--- src/rtl/decoder2_4_strobe_seq_pkg.sv ---
// Shared definitions for the sequenced 2-to-4 decoder: code width, FSM
// state encodings and the code-to-one-hot decode.
package decoder_pkg;

    localparam int unsigned CODE_W = 2;

    localparam logic [1:0] ST_IDLE  = 2'd0;
    localparam logic [1:0] ST_DRIVE = 2'd1;
    localparam logic [1:0] ST_GAP   = 2'd2;

    function automatic logic [3:0] decode_code(input logic [CODE_W-1:0] code);
        logic [3:0] onehot;
        onehot       = '0;
        onehot[code] = 1'b1;
        return onehot;
    endfunction

endpackage

--- src/rtl/decoder2_4_strobe_seq_fifo.sv ---
// Small synchronous FIFO holding pending 2-bit request codes.
// Pointers carry one extra wrap bit so full and empty are distinguishable.
module sync_fifo_code
    import decoder_pkg::*;
#(
    parameter int unsigned DEPTH = 4
) (
    input  logic              clk,
    input  logic              rst,
    input  logic              push,
    input  logic [CODE_W-1:0] push_code,
    input  logic              pop,
    output logic [CODE_W-1:0] pop_code,
    output logic              full,
    output logic              empty
);

    localparam int unsigned AW      = $clog2(DEPTH);
    localparam logic [AW:0] PTR_ONE = (AW + 1)'(1);

    logic [CODE_W-1:0] mem [DEPTH];
    logic [AW:0]       wr_ptr;
    logic [AW:0]       rd_ptr;
    logic              do_push;
    logic              do_pop;

    assign empty    = (wr_ptr == rd_ptr);
    assign full     = (wr_ptr[AW] != rd_ptr[AW]) &&
                      (wr_ptr[AW-1:0] == rd_ptr[AW-1:0]);
    assign do_push  = push && !full;
    assign do_pop   = pop && !empty;
    assign pop_code = mem[rd_ptr[AW-1:0]];

    always_ff @(posedge clk) begin
        if (rst) begin
            wr_ptr <= '0;
            rd_ptr <= '0;
        end else begin
            if (do_push) begin
                wr_ptr <= wr_ptr + PTR_ONE;
            end
            if (do_pop) begin
                rd_ptr <= rd_ptr + PTR_ONE;
            end
        end
    end

    always_ff @(posedge clk) begin
        if (do_push) begin
            mem[wr_ptr[AW-1:0]] <= push_code;
        end
    end

endmodule

--- src/rtl/decoder2_4_strobe_seq.sv ---
// Sequenced 2-to-4 decoder: buffers 2-bit requests and replays each as a
// one-hot strobe held for HOLD_CYCLES, separated by GAP_CYCLES idle cycles.
module decoder2_4_strobe_seq
    import decoder_pkg::*;
#(
    parameter int unsigned HOLD_CYCLES = 4,
    parameter int unsigned GAP_CYCLES  = 1,
    parameter int unsigned FIFO_DEPTH  = 4
) (
    input  logic clk,
    input  logic rst,
    input  logic en,
    input  logic A1,
    input  logic A0,
    input  logic in_valid,
    output logic in_ready,
    output logic Y3,
    output logic Y2,
    output logic Y1,
    output logic Y0,
    output logic busy,
    output logic done
);

    localparam logic [7:0] HOLD_LOAD = 8'(HOLD_CYCLES - 1);
    localparam logic [7:0] GAP_LOAD  = (GAP_CYCLES > 0) ? 8'(GAP_CYCLES - 1) : 8'd0;
    localparam bit         HAS_GAP   = (GAP_CYCLES > 0);

    logic [1:0]        state_q, state_d;
    logic [CODE_W-1:0] code_q, code_d;
    logic [7:0]        hold_q, hold_d;
    logic [7:0]        gap_q, gap_d;
    logic [3:0]        y_q, y_d;
    logic              done_q, done_d;

    logic              fifo_full;
    logic              fifo_empty;
    logic              fifo_pop;
    logic [CODE_W-1:0] fifo_code;

    sync_fifo_code #(
        .DEPTH(FIFO_DEPTH)
    ) u_fifo (
        .clk      (clk),
        .rst      (rst),
        .push     (in_valid),
        .push_code({A1, A0}),
        .pop      (fifo_pop),
        .pop_code (fifo_code),
        .full     (fifo_full),
        .empty    (fifo_empty)
    );

    assign in_ready = !fifo_full;
    assign busy     = (state_q != ST_IDLE) || !fifo_empty;

    // With en low nothing advances, so a paused strobe resumes its count.
    always_comb begin
        state_d  = state_q;
        code_d   = code_q;
        hold_d   = hold_q;
        gap_d    = gap_q;
        done_d   = 1'b0;
        fifo_pop = 1'b0;
        if (en) begin
            case (state_q)
                ST_IDLE: begin
                    if (!fifo_empty) begin
                        fifo_pop = 1'b1;
                        code_d   = fifo_code;
                        hold_d   = HOLD_LOAD;
                        state_d  = ST_DRIVE;
                    end
                end
                ST_DRIVE: begin
                    if (hold_q == 8'd0) begin
                        done_d = 1'b1;
                        if (HAS_GAP) begin
                            gap_d   = GAP_LOAD;
                            state_d = ST_GAP;
                        end else if (!fifo_empty) begin
                            // Zero gap: chain straight into the next strobe.
                            fifo_pop = 1'b1;
                            code_d   = fifo_code;
                            hold_d   = HOLD_LOAD;
                        end else begin
                            state_d = ST_IDLE;
                        end
                    end else begin
                        hold_d = hold_q - 8'd1;
                    end
                end
                ST_GAP: begin
                    if (gap_q == 8'd0) begin
                        if (!fifo_empty) begin
                            fifo_pop = 1'b1;
                            code_d   = fifo_code;
                            hold_d   = HOLD_LOAD;
                            state_d  = ST_DRIVE;
                        end else begin
                            state_d = ST_IDLE;
                        end
                    end else begin
                        gap_d = gap_q - 8'd1;
                    end
                end
                default: state_d = ST_IDLE;
            endcase
        end
        y_d = (en && (state_d == ST_DRIVE)) ? decode_code(code_d) : 4'b0000;
    end

    always_ff @(posedge clk) begin
        if (rst) begin
            state_q <= ST_IDLE;
            code_q  <= '0;
            hold_q  <= '0;
            gap_q   <= '0;
            y_q     <= '0;
            done_q  <= 1'b0;
        end else begin
            state_q <= state_d;
            code_q  <= code_d;
            hold_q  <= hold_d;
            gap_q   <= gap_d;
            y_q     <= y_d;
            done_q  <= done_d;
        end
    end

    assign Y3   = y_q[3];
    assign Y2   = y_q[2];
    assign Y1   = y_q[1];
    assign Y0   = y_q[0];
    assign done = done_q;

endmodule

--- config.mk ---
export PLATFORM = sky130hd
export DESIGN_NAME = decoder2_4_strobe_seq
export DESIGN_NICKNAME = d
export VERILOG_FILES = /design/src/rtl/decoder2_4_strobe_seq_pkg.sv /design/src/rtl/decoder2_4_strobe_seq_fifo.sv /design/src/rtl/decoder2_4_strobe_seq.sv
export SDC_FILE = /design/constraint.sdc
export NUM_CORES = 1
export LEC_CHECK = 0
export ABC_AREA = 1
export CORE_MARGIN = 10
export CORE_UTILIZATION = 60
export CTS_CLUSTER_DIAMETER = 200
export DETAILED_ROUTE_END_ITERATION = 12
export DONT_BUFFER_PORTS = 1
export PLACE_DENSITY_LB_ADDON = 0.12
export SLEW_MARGIN = 0
export SYNTH_ARGS = -nofsm -noshare
export SYNTH_HDL_FRONTEND = slang
export SYNTH_SLANG_ARGS = --single-unit
--- constraint.sdc ---
create_clock -name clk -period 1.9 [get_ports clk]
set_input_delay 0.38 -clock clk [delete_from_list [all_inputs] [get_ports clk]]
set_output_delay 0.38 -clock clk [all_outputs]
set_load 0.05 [all_outputs]
==> reports/results.ini, run 1 <==
[status]
outcome = finished, final reports clean

[floorplanning]
dieArea_um2 = 6100
core_um2 = 3310
ios = 13
fp.dieW_um = 78.1
initial_core_util_pct = 61.1
die_h_um = 78.1
core.rowCount = 21

[worst_setup_path]
startpoint_type = register
worstPathRequired_ns = 1.52
crit_type = register to output port
reg2reg_depth = 8
arrival_ns = 1.41
cp_max_fo = 5
cp-end-kind = output port

[cells_and_area]
syn_to_final_growth_pct = 9.02
final_cell_mix = 62 x nand2_1, 38 x nor2_1, 33 x dfxtp_1, 24 x inv_1, 24 x a21oi_1
layout-drive-gt1-share_pct = 11.3
multi_input_area_um2 = 1020
nets = 296
post_layout_nonfiller_instances = 328
nFillCells = 305
stdcell_area_um2 = 2210
final_util_pct = 66.7
regArea_um2 = 901
antenna_cells = 0
layout_commonest_cell = nand2_1

[place]
place_hpwl_um = 2770
post_dp_cell_area_um2 = 2090
gp_congestion = 0.885
place_inst = 319
pre_cts_ws_ns = 0.130
io_buffer_count = 0

[worst_hold_path]
holdCritPathClass = primary input to register
min_delay_path_depth = 1

[detailed_routing]
drcViolationCount = 0
wl_um = 3880
wl_per_cell_um = 11.8
dr.pass1.iters = 4
vias = 1687
vias_per_cell = 5.14
drt_iter0_drc = 96
postRouteAntennaNets = 0

[pwr]
power_w = 0.00216
switching_share_pct = 34.1
p_int_w = 0.00142
pwr-share-seq_pct = 48.0
ir_drop_uv = 477
power_density_nw_per_um2 = 980
p_clk_share_pct = 26.4
power_switching_w = 0.000738
p_leak_nw = 0.970
power_frac_comb_pct = 25.7

[logic_synthesis]
synth-simple-area-share_pct = 29.9
synth_top_family_by_area = simple AND/OR/NAND/NOR gates
synth_xor_area_share_pct = 3.89
synth_top_area_share_pct = 32.6
yosysUniqueCellTypes = 23
syn_avg_cell_area_um2 = 7.42
synthCells = 273
synth-compound-area-share_pct = 9.52
netlist_top_cells_area = dfxtp_1 33%, nand2_1 12%, edfxtp_1 12%
yosys.area.top_type = dfxtp_1
syn_area_um2 = 2020
ys.warnings.count = 0
seq_area_frac_synth_pct = 44.5
synth_fa_ha_area_share_pct = 5.56
ys_ff_latch = 41
syn-num-nets = 288
muxShareOfSynthArea_pct = 0

[cts]
numClockSinks = 41
htreeDepth = 2
clockBufferDepth = 2
path_clk_slew_ns = 0.13
hold_buffers = 0
clkLatencyLatePin_ns = 0.36
clockRootBuffer = clkbuf_4
cts_made_buffers = 5
cts_tree = done

[grt]
grt_max_degree = 22
antenna_found_initial = 0
grt_pass1_wl_um = 6990
grt.total_usage_pct = 13.7
overflow = 0
grt_pass1_vias = 1626

[sta]
slew_viol_final = 0
fin_ws_ns = 0.113
finalCriticalPeriod_ns = 1.79
slew_headroom_pct = 67.7
fin_skew_ns = 0.0110
timing.fmax_ghz = 0.560
finalSetupViolCount = 0
finalHoldViolCount = 0
fin_crit_sh_pct = 94.1
worst_slew_pin_slew_ns = 0.484

[job]
max_cap_violations = 0

-- path summary, 6_finish.rpt --
path,to,start,slack [ns]
worst max-delay path,busy,u_fifo.wr_ptr[0]$_SDFFE_PP0P_,0.11
worst min-delay path,hold_q[3]$_SDFFE_PP0P_,rst,0.07
worst max register to register,gap_q[6]$_SDFFE_PP0P_,state_q[0]$_SDFF_PP0_,0.19
worst min register to register,hold_q[1]$_SDFFE_PP0P_,hold_q[1]$_SDFFE_PP0P_,0.47
-- stage by stage --
| step | TNS (ns) | hold WS, ns |
|---|---|---|
| after global routing | -0.00133 | 0.0420 |
| final | 0 | 0.0726 |
| after global placement | 0 | 0.445 |
| after floorplan | 0 | 0.441 |
| after detailed placement | 0 | 0.453 |
| after CTS | 0 | 0.0539 |
-- cell usage after synthesis, drive strengths merged --
library cell / count
nand2: 65
nor2: 42
dfxtp: 33
inv: 32
a21oi: 25
nand3: 25
o21ai: 12
ha: 9
edfxtp: 8
xor2: 6
nand4: 5
nor3: 4
xnor2: 3
clkbuf: 2
buf: 1
nor3b: 1
-- final cells by class --
| type | instances | area share, % |
|---|---|---|
| clock inverter | 2 | 1.76 |
| sequential | 41 | 40.8 |
| clock buffer | 6 | 1.87 |
| timing repair buffer | 4 | 1.36 |
| multi-input combinational | 197 | 46.1 |
| inverter | 32 | 5.44 |
| tap | 46 | 2.61 |
-- kinds of logic (layout without fill, tap and decap cells) --
logic type	Yosys count	in the layout
and+or+nand+nor	142	142
DFF	41	41
AOI/OAI and AO/OA	37	37
buffers and inverters	35	44
adders and majority gates	9	9
xor gates and xnor gates	9	9
-- per-layer routing --
metal	up-vias	part of all wire, %	wire (um)	GRT usage (%)
li1	897	-	-	-
met1	761	49	1910	17.2
met2	22	45	1730	21.0
met3	7	4.9	192	4.90
met4	0	1.4	53	5.02
met5	-	0	0	0
-- critical path, cell delays in order, from the launching register on --
cell	delay, ns
dfxtp_1	0.37
inv_2	0.11
nand2_1	0.07
nand2_2	0.09
nand3_2	0.12
nor2_4	0.16
nand2_4	0.14
-- power groups by stage --
stage / sequential (W) / clock (W) / combinational, W
floorplan: 0.00104 / 0 / 0.000427
global placement: 0.00105 / 0 / 0.000507
detailed placement: 0.00105 / 0 / 0.000514
CTS: 0.00103 / 0.000590 / 0.000539
global route: 0.00105 / 0.000617 / 0.000650
finish: 0.00104 / 0.000570 / 0.000555
-- flip-flops by register name (all words and copies together), names as in the netlist, named ones only --
signal and cells:
gap_q 8, hold_q 8, u_fifo.mem 8, y_q 4
u_fifo.rd_ptr 3, u_fifo.wr_ptr 3, code_q 2, state_q 2
done 1
-- timing repair --
item / 4_1_cts / 5_1_grt
gates resized for setup: 4 / 6
setup endpoints to repair: 1 / 9
buffers inserted: 1 / 0
pin swaps: 2 / 0
No activity file was read; power rests on OpenSTA's default activity.
==> run 2: changes to the inputs <==
--- a/config.mk
+++ b/config.mk
@@ -11,7 +11,7 @@
 export CTS_CLUSTER_DIAMETER = 200
 export DETAILED_ROUTE_END_ITERATION = 12
 export DONT_BUFFER_PORTS = 1
-export PLACE_DENSITY_LB_ADDON = 0.12
+export PLACE_DENSITY = 0.82
 export SLEW_MARGIN = 0
 export SYNTH_ARGS = -nofsm -noshare
 export SYNTH_HDL_FRONTEND = slang
==> reports/results.ini, run 2 (same netlist as run 1, synthesis figures left out) <==
[status]
outcome = finished, final reports clean

[worst_setup_path]
cp-end-kind = output port
startpoint_type = register
arrival_ns = 1.38
timing.rr.start = hold_q[0]$_SDFFE_PP0P_
worstPathRequired_ns = 1.52
crit_type = register to output port
crit_path_end = busy
reg2reg_depth = 9
reg2reg_to = gap_q[6]$_SDFFE_PP0P_
r2r_slack_ns = 0.21
crit_start = u_fifo.rd_ptr[0]$_SDFFE_PP0P_
cp_max_fo = 4

[sta]
worst_slew_pin_slew_ns = 0.485
final.setup.tns_ns = 0
fin_skew_ns = 0.0145
finalCriticalPeriod_ns = 1.76
finalHoldViolCount = 0
fin_crit_sh_pct = 92.8
slew_headroom_pct = 67.6
grt_setup_unrepaired = no
slew_viol_final = 0
finalSetupViolCount = 0
timing.fmax_ghz = 0.567

[cts]
numClockSinks = 41
path_clk_slew_ns = 0.12
clockBufferDepth = 2
cts_tree = done
clockRootBuffer = clkbuf_4
htreeDepth = 2
cts_made_buffers = 5
clkLatencyLatePin_ns = 0.36

[job]
max_cap_violations = 0

[pwr]
pwr-share-seq_pct = 51.5
power_frac_comb_pct = 27.4
p_leak_nw = 0.968
p_int_w = 0.00128
power_switching_w = 0.000732
power_density_nw_per_um2 = 918
ir_drop_uv = 575
power_w = 0.00201
p_clk_share_pct = 21.1
switching_share_pct = 36.4

[cells_and_area]
final_util_pct = 66.2
final_cell_mix = 63 x nand2_1, 38 x nor2_1, 31 x dfxtp_1, 24 x inv_1, 24 x a21oi_1
layout-drive-gt1-share_pct = 12.0
nFillCells = 300
regArea_um2 = 903
stdcell_area_um2 = 2190
nets = 298
syn_to_final_growth_pct = 8.28
multi_input_area_um2 = 1010
layout_commonest_cell = nand2_1
antenna_cells = 0
post_layout_nonfiller_instances = 330

[detailed_routing]
drcViolationCount = 0
drt_iter0_drc = 169
vias_per_cell = 5.27
postRouteAntennaNets = 0
dr.pass1.iters = 4
wl_um = 4000
wl_per_cell_um = 12.1
vias = 1739

[place]
place_inst = 320
place_hpwl_um = 2860
gp_congestion = 0.897
io_buffer_count = 0
post_dp_cell_area_um2 = 2100

[floorplanning]
die_h_um = 78.1
fp.dieW_um = 78.1
core.rowCount = 21
core_um2 = 3310
ios = 13
dieArea_um2 = 6100
initial_core_util_pct = 61.1

[grt]
grt_pass1_wl_um = 6930
grt_max_degree = 22
grt_pass1_vias = 1607
overflow = 0
grt.total_usage_pct = 13.9
antenna_found_initial = 0

[worst_hold_path]
hold_start = rst
min_delay_path_depth = 1
holdCritPathClass = primary input to register

## run 2: worst min path at each step
stage	end	slack (ns)
6_report	hold_q[2]$_SDFFE_PP0P_	0.07
2_1_floorplan	hold_q[1]$_SDFFE_PP0P_	0.44
5_1_grt	hold_q[1]$_SDFFE_PP0P_	0.05
3_3_place_gp	hold_q[1]$_SDFFE_PP0P_	0.45
3_5_place_dp	gap_q[0]$_SDFFE_PP0P_	0.45
4_1_cts	hold_q[5]$_SDFFE_PP0P_	0.05
## run 2: routing by layer
metal | routed length, um | GRT usage, %
met1 | 1800 | 16.6
met2 | 1810 | 21.5
met3 | 280 | 5.01
met4 | 107 | 7.35
met5 | 0 | 0
## run 2: critical path: stages (launching register included)
cell and delay, ns:
dfxtp_1 0.35, inv_1 0.10, nand2_1 0.07, nand2_1 0.11
nand3_2 0.13, nor2_4 0.14, nand2_4 0.13
## run 2: power by group through the flow
stage / Combinational (W) / Clock [W] / Sequential (W)
after floorplan: 0.000427 / 0 / 0.00104
after global placement: 0.000500 / 0 / 0.00105
after detailed placement: 0.000514 / 0 / 0.00105
after CTS: 0.000540 / 0.000441 / 0.00103
after global routing: 0.000631 / 0.000471 / 0.00105
final: 0.000552 / 0.000424 / 0.00104
## run 2: cell type report
cell class / instances / share of cell area, %
multi-input combinational: 197 / 46.1
sequential: 41 / 41.2
inverter: 32 / 5.48
tap: 46 / 2.63
timing repair buffer: 6 / 2.23
clock buffer: 6 / 1.88
clock inverter: 2 / 0.457
## run 2: timing repair
action	in CTS	in global routing
setup buffers	1	1
setup endpoints to repair	1	9
hold buffers	0	0
pin swaps	2	2
resized for setup	4	7
## run 2: stage by stage
step	hold slack, ns	setup WS (ns)
final	0.0709	0.137
after global routing	0.0527	0.0137
after CTS	0.0542	0.0348
after detailed placement	0.452	0.111
after global placement	0.445	0.193
after floorplan	0.441	0.0869
